**config.mk**
```make
export PLATFORM = sky130hd
export DESIGN_NAME = uart_rx_flat
export DESIGN_NICKNAME = d
export VERILOG_FILES = /design/src/rtl/uart_rx_if.sv /design/src/rtl/uart_rx.sv /design/src/flat_wrapper.sv
export SDC_FILE = /design/constraint.sdc
export NUM_CORES = 1
export LEC_CHECK = 0
export CAP_MARGIN = 15
export CORE_AREA = 4 4 69 71
export DETAILED_ROUTE_END_ITERATION = 16
export DIE_AREA = 0 0 73 75
export DONT_BUFFER_PORTS = 1
export PLACE_DENSITY = 0.79
export SLEW_MARGIN = 20
export SYNTH_ARGS = -nofsm -noshare
export SYNTH_HDL_FRONTEND = slang
export SYNTH_SLANG_ARGS = --single-unit
export TNS_END_PERCENT = 50
```
**constraint.sdc**
```tcl
create_clock -name clk -period 1.9 [get_ports clk]
set_input_delay 0.38 -clock clk [delete_from_list [all_inputs] [get_ports clk]]
set_output_delay 0.38 -clock clk [all_outputs]
set_load 0.02 [all_outputs]
```
**src/rtl/uart_rx_if.sv**
```systemverilog
// Parallel-side bus of the UART receiver: received byte, strobes, busy
// flag and the FSM state for observation.
interface uart_rx_if;
  logic [7:0] rx_data;
  logic       rx_valid;
  logic       rx_busy;
  logic       frame_err;
  logic [1:0] state;

  // Handshake: rx_valid is a one-cycle strobe with no ready/back-pressure;
  // rx_data is new in the cycle rx_valid is high and holds until the next
  // good byte. frame_err is a one-cycle strobe, never high with rx_valid.
  modport master (output rx_data, output rx_valid, output rx_busy,
                  output frame_err, output state);
  modport slave  (input rx_data, input rx_valid, input rx_busy,
                  input frame_err, input state);
endinterface

```
**src/rtl/uart_rx.sv**
```systemverilog
// UART receiver: 8N1, LSB first, idle-high line. Start detection is
// edge-based, each bit is sampled once at mid-bit, and a bad stop bit
// raises frame_err instead of delivering the byte.
module uart_rx #(
  parameter int CLOCK_FREQ = 50_000_000,
  parameter int BAUD_RATE  = 9600
) (
  input  logic      clk,
  input  logic      reset,
  input  logic      rx,
  uart_rx_if.master bus
);

  localparam int BAUD_TICK = CLOCK_FREQ / BAUD_RATE;
  localparam int HALF_TICK = BAUD_TICK / 2;
  localparam logic [15:0] BAUD_LAST = 16'(BAUD_TICK - 1);
  localparam logic [15:0] HALF_LAST = 16'(HALF_TICK - 1);

  typedef enum logic [1:0] {
    IDLE  = 2'd0,
    START = 2'd1,
    DATA  = 2'd2,
    STOP  = 2'd3
  } state_t;

  state_t      state;
  logic        sync_ff;
  logic        rx_s;
  logic        rx_prev;
  logic        fall;
  logic [15:0] cnt;
  logic [2:0]  bit_index;
  logic [7:0]  shift;
  logic [7:0]  data_q;
  logic        valid_q;
  logic        busy_q;
  logic        ferr_q;

  // Two-flop synchronizer plus one delay stage for edge detection; all
  // reset to the idle-high level so reset release cannot fake a start edge.
  always_ff @(posedge clk or negedge reset) begin
    if (!reset) begin
      sync_ff <= 1'b1;
      rx_s    <= 1'b1;
      rx_prev <= 1'b1;
    end else begin
      sync_ff <= rx;
      rx_s    <= sync_ff;
      rx_prev <= rx_s;
    end
  end

  assign fall = rx_prev & ~rx_s;

  // Frame FSM: half a bit to the start-bit centre, then one full bit per
  // sample; strobes are registered and cleared every cycle by default.
  always_ff @(posedge clk or negedge reset) begin
    if (!reset) begin
      state     <= IDLE;
      cnt       <= 16'd0;
      bit_index <= 3'd0;
      shift     <= 8'h00;
      data_q    <= 8'h00;
      valid_q   <= 1'b0;
      busy_q    <= 1'b0;
      ferr_q    <= 1'b0;
    end else begin
      valid_q <= 1'b0;
      ferr_q  <= 1'b0;
      case (state)
        IDLE: begin
          cnt       <= 16'd0;
          bit_index <= 3'd0;
          if (fall) begin
            state  <= START;
            busy_q <= 1'b1;
          end
        end
        START: begin
          if (cnt == HALF_LAST) begin
            cnt <= 16'd0;
            if (!rx_s) begin
              state <= DATA;
            end else begin
              // Line back high at the start-bit centre: a glitch, not a frame.
              state  <= IDLE;
              busy_q <= 1'b0;
            end
          end else begin
            cnt <= cnt + 16'd1;
          end
        end
        DATA: begin
          if (cnt == BAUD_LAST) begin
            cnt              <= 16'd0;
            shift[bit_index] <= rx_s;
            if (bit_index == 3'd7) begin
              state <= STOP;
            end else begin
              bit_index <= bit_index + 3'd1;
            end
          end else begin
            cnt <= cnt + 16'd1;
          end
        end
        STOP: begin
          if (cnt == BAUD_LAST) begin
            cnt <= 16'd0;
            if (rx_s) begin
              data_q  <= shift;
              valid_q <= 1'b1;
            end else begin
              ferr_q <= 1'b1;
            end
            state  <= IDLE;
            busy_q <= 1'b0;
          end else begin
            cnt <= cnt + 16'd1;
          end
        end
        default: begin
          state  <= IDLE;
          busy_q <= 1'b0;
        end
      endcase
    end
  end

  assign bus.rx_data   = data_q;
  assign bus.rx_valid  = valid_q;
  assign bus.rx_busy   = busy_q;
  assign bus.frame_err = ferr_q;
  assign bus.state     = state;

endmodule

```
**src/flat_wrapper.sv**
```systemverilog
// flat-port wrapper written by rule: the top's interface ports become plain ports
module uart_rx_flat 
#(
  parameter int CLOCK_FREQ = 50_000_000,
  parameter int BAUD_RATE  = 9600
)
  (clk, reset, rx, bus_rx_data, bus_rx_valid, bus_rx_busy, bus_frame_err, bus_state);
  uart_rx_if bus_i ();
  input  logic clk;
  input  logic reset;
  input  logic rx;
  output wire logic [$bits(bus_i.rx_data)-1:0] bus_rx_data;
  output wire logic [$bits(bus_i.rx_valid)-1:0] bus_rx_valid;
  output wire logic [$bits(bus_i.rx_busy)-1:0] bus_rx_busy;
  output wire logic [$bits(bus_i.frame_err)-1:0] bus_frame_err;
  output wire logic [$bits(bus_i.state)-1:0] bus_state;
  assign bus_rx_data = bus_i.rx_data;
  assign bus_rx_valid = bus_i.rx_valid;
  assign bus_rx_busy = bus_i.rx_busy;
  assign bus_frame_err = bus_i.frame_err;
  assign bus_state = bus_i.state;
  uart_rx #(.CLOCK_FREQ(CLOCK_FREQ), .BAUD_RATE(BAUD_RATE)) u_core (.clk(clk), .reset(reset), .rx(rx), .bus(bus_i));
endmodule
```
**After elaboration in Yosys (flattened, before gate mapping)**

Cells that the tools add are included.

- Input port bits: 3
- Memory bits (writable): 0
- ROM bits: 0
- Register bits after elaboration: 43
- Memories: 0
- Word-level logic and storage cells: 67
- Latch bits: 0

- Eq/ne operators: 13
- Add/subtract/negate cells: 2
- Multiply operators: 0
- $lt $le $gt $ge: 2
- Reductions and logical operators: 10
- Bitwise logic cells: 2
- Divide/modulo/power cells: 0
- Shifts and indexed selects: 0
- Muxes and demuxes: 27

Operator list:

| operator | count |
|---|---|
| 16-bit case mux with 3 select lines | 1 |
| 16-bit 2-to-1 mux | 2 |
| 16-bit by 1-bit adder with 16-bit output (second input constant) | 1 |
| 16-bit by 12-bit == test with 1-bit output (second input constant) | 1 |
| 16-bit by 13-bit == test with 1-bit output (second input constant) | 1 |
| 2-bit 2-to-1 mux | 6 |
| 2-bit by 1-bit != test with 1-bit output (second input constant) | 6 |
| 1-bit 2-to-1 mux | 11 |
| 5-bit AND reduction | 2 |
| 8-bit bitwise mux | 1 |
| 2-bit case mux with 4 select lines | 1 |
| 3-bit 2-to-1 mux | 2 |
| 3-bit case mux with 2 select lines | 1 |
| 3-bit AND reduction | 2 |
| 2-bit == test (second input constant) | 2 |
| 3-bit by 4-bit less-than comparator with 1-bit output (second input constant) | 1 |
| 3-bit by 1-bit adder with 3-bit output (second input constant) | 1 |
| 1-bit demux with 3-bit select | 1 |
| 3-bit == test (second input constant) | 1 |
| 3-bit by 1-bit >= comparator with 1-bit output (second input constant) | 1 |
| 1-bit case mux with 3 select lines | 1 |
| 3-bit nonzero test | 1 |
| 2-bit by 1-bit == test with 1-bit output (second input constant) | 1 |
| 2-bit zero test | 1 |
| other kinds (7) | 7 |

**Longest topological paths before layout**

- Depth in word-level cells: 5
- Gate-level depth with buffers: 6
- Depth with buffers taken out: 5

**Worst setup path after synthesis**

No wires, ideal clock.

- Path type: reg-to-reg
- From: register u_core.cnt[0]
- To: register u_core.shift[3]
- Period minus slack after synthesis: 1.799 ns
- Stages on the path, launching flop included: 7
- Data required time: 1.775 ns
- Setup time: 0.125 ns
- Slack: 0.101 ns
- Arrival time: 1.674 ns
- Cell sequence: dfrtp_1 > ha_1 > and4bb_2 > and4_1 > buf_4 > nand4_1 > mux2_2

- Cells in the longest elaborated chain, start to end: 2

Ends and longest elaborated chain:

| item | RTL line | RTL |
|---|---|---|
| start: declaration | uart_rx.sv:31 | `logic [15:0] cnt;` |
| start signal: assignment | uart_rx.sv:90 | `cnt <= cnt + 16'd1;` |
| start signal: assignment | uart_rx.sv:103 | `cnt <= cnt + 16'd1;` |
| start signal: assignment | uart_rx.sv:118 | `cnt <= cnt + 16'd1;` |
| 16-bit by 13-bit == test with 1-bit output | uart_rx.sv:94 | `if (cnt == BAUD_LAST) begin` |
| 2-bit AND reduction (no line) | - |  |
| end signal: indexed assignment | uart_rx.sv:96 | `shift[bit_index] <= rx_s;` |
| end: declaration | uart_rx.sv:33 | `logic [7:0] shift;` |

Every way passes these cells.
A chain may end at the register's enable or synchronous reset.

**Final worst setup path**

- From: register u_core.cnt[1]
- To: register u_core.shift[5]

Same word-level chain as after synthesis.

==> results.toml <==
[status]
status = "completed"

[cts]
postCtsSetupBuffers = 0
cts.sinks = 43
path_clk_slew_ns = 0.08
ctsHtreeMaxLevel = 2
clk_latency_ns = 0.30
clockBufferDepth = 2
cts-root-buf = "clkbuf_8"
cts_made_buffers = 5
cts_tree = "done"

[min_path]
hold_class = "in -> reg"
hold_path_depth = 0

[pwr]
finalPower_mw = 2.067
pwr-share-clk = 0.338
power_density_nw_per_um2 = 876.3
p_leak_nw = 1.061
netSwitchingFraction = 0.2597
power_switching_mw = 0.5367
p_int_mw = 1.530
vdd_drop_max_mv = 0.4872
combPwrFrac = 0.155
seqPwrFrac = 0.507

[floorplanning]
die_h_um = 75
die_w_um = 73
start_util = 0.4835
rows = 24
die_area_um2 = 5475
io_pins = 16
core_area_um2 = 4234

[yosys]
ys.flop_type = "dfrtp_1"
synth_compound_area_frac = 0.03178
synthAdderAreaFrac = 0.01834
yosysTopAreaCell = "dfrtp_1"
yosys.area.top_type_share = 0.4890
synthesis.area_um2 = 2047
ys_seq_area_frac = 0.5275
synthCells = 179
synth_mux_area_frac = 0.09291
ys_warn_count = 0
synth_cell_types = 41
ys_ff_latch = 43
yosys.area_share.simple = 0.2561
synth_nets = 185
yosys.area_share.xor_xnor = 0.05562
syn_area_per_cell_um2 = 11.44
yosys-top-cells-area = "dfrtp_1 49%, mux2_2 8.8%, xnor2_1 4.7%, nor2_1 4.0%, dfstp_2 3.9%"
ys_async_sr_fraction = 1.000
synth_edf_count = 0
synth_top_family_by_area = "simple AND/OR/NAND/NOR gates"

[worst_setup_path]
crit_arrival_ns = 1.99
end_kind = "flop"
path_class = "reg -> reg"
rr_worst_depth = 6
crit_required_ns = 2.08
startpoint_type = "flop"
crit_fanout = 12

[sta]
fin_setup_tns_ns = 0
max_slew_margin = 0.6868
hold_violations = 0
finClkSkew_ns = 0.008520
finalCritPeriodShare = 0.9520
rsz0062_at_grt = "false"
min_period_ns = 1.809
finalMaxSlewViolations = 0
tightest_slew_ns = 0.4699
finalWorstSetupSlack_ns = 0.09112
fmax_ghz = 0.5528
finalSetupViolCount = 0

[final_layout]
final_nets = 203
layout_commonest_cell = "dfrtp_1"
final_cell_mix = "40 x dfrtp_1, 22 x nor2_1, 16 x mux2_2, 14 x buf_4, 13 x nand3_1"
postLayoutCoreUtil = 0.5570
diodes = 0
layout-drive-gt1-share = 0.2677
fin_area_um2 = 2359
syn2layout_area_growth_pct = 15.22

[job]
drv_cap = 0

[placed_design]
placed_cell_area_um2 = 2208
place_ws_ns = 0.1083
gp_congestion = 0.8393
port_buffers = 0
dp_hpwl_um = 2547

[routing]
wl_um = 3803
dr.first_iter.drc_count = 114
avgViaCountPerCell = 5.728
drtPass1Iterations = 4
ant_nets = 0
vias = 1432
drcViolationCount = 0
wl_per_cell_um = 15.21

[grt]
grt_use_total = 0.1501
antenna_found_initial = 0
grt_pass1_wl_um = 6292
grt_max_degree = 44
grt_overflow = 0
grt_pass1_vias = 1320
[what timing repair did]
action,CTS,global route
setup endpoints to repair,0,15
gates resized for setup,0,2
hold buffers,2,0
hold endpoints to repair,43,0
[final cells by class]
type	instances	area, µm²
Fill cell	352	1876
Sequential cell	43	1080
Multi-Input combinational cell	128	938.4
Timing Repair Buffer	17	155.1
Clock buffer	5	68.82
Tap cell	52	65.06
Clock inverter	3	43.79
Inverter	2	7.507
[critical path: stages (launching register included)]
cell      delay, ns
dfrtp_1        0.42
ha_1           0.22
and4bb_2       0.24
and4_1         0.19
buf_4          0.17
nand3_1        0.10
mux2_2         0.35
[Yosys cell counts, drive strengths merged (3+ instances only)]
master,number
dfrtp,40
nor2,23
mux2,16
nand3,13
xnor2,11
nand2,9
nor3,7
nand4,6
nor2b,4
nor4,4
and4b,3
buf,3
clkbuf,3
dfstp,3
ha,3
nor4b,3
o211ai,3
[cells by family (layout without fill, tap and decap cells)]
logic type,after synthesis,count (layout)
AOI/OAI and AO/OA,8,8
xor gates and xnor gates,13,13
adders and majority gates,3,3
buffers and inverters,8,27
DFF,43,43
muxes,17,17
and+or+nand+nor,87,87
[power by group through the flow]
stage	logic, mW	registers (mW)	clock network (mW)
final	0.321	1.05	0.699
after global routing	0.349	1.06	0.764
after CTS	0.325	1.05	0.725
after detailed placement	0.296	1.07	0
after global placement	0.288	1.06	0
after floorplan	0.178	1.06	0
[per-layer routing]
| metal | routed length, µm | vias up | GRT usage | share of wire |
|---|---|---|---|---|
| met4 | 38 | 0 | 0.05738 | 0.010 |
| li1 | - | 680 | - | - |
| met1 | 1826 | 719 | 0.2041 | 0.48 |
| met2 | 1781 | 29 | 0.2234 | 0.47 |
| met3 | 156 | 4 | 0.04940 | 0.041 |
| met5 | 0 | - | 0 | 0 |
[sequential cells by signal, indices dropped and copies added (netlist names), named ones only]
signal	flops
u_core.bus.rx_data	8
u_core.bus.rx_busy	1
u_core.bus.frame_err	1
u_core.cnt	16
u_core.bus.state	1
u_core.shift	8
u_core.rx_prev	1
u_core.rx_s	1
u_core.bus.rx_valid	1
u_core.bit_index	3
u_core.sync_ff	1
[metrics by stage]
stage,std cells,hold WS (ns)
6_report,250,0.07608
5_1_grt,250,0.05345
4_1_cts,250,0.06051
3_5_place_dp,240,0.08529
3_3_place_gp,240,0.08524
2_1_floorplan,179,0.08441
[final timing paths]
kind	start	slack, ns	endpoint
min in group asynchronous	reset	0.53	u_core.bus.rx_data[2]
max in group asynchronous	reset	1.10	u_core.sync_ff
max reg2reg	u_core.cnt[1]	0.09	u_core.shift[5]
max	u_core.cnt[1]	0.09	u_core.shift[5]
min reg2reg	u_core.sync_ff	0.36	u_core.rx_s
min	rx	0.08	u_core.sync_ff
Power figures use the tool's default switching activity.
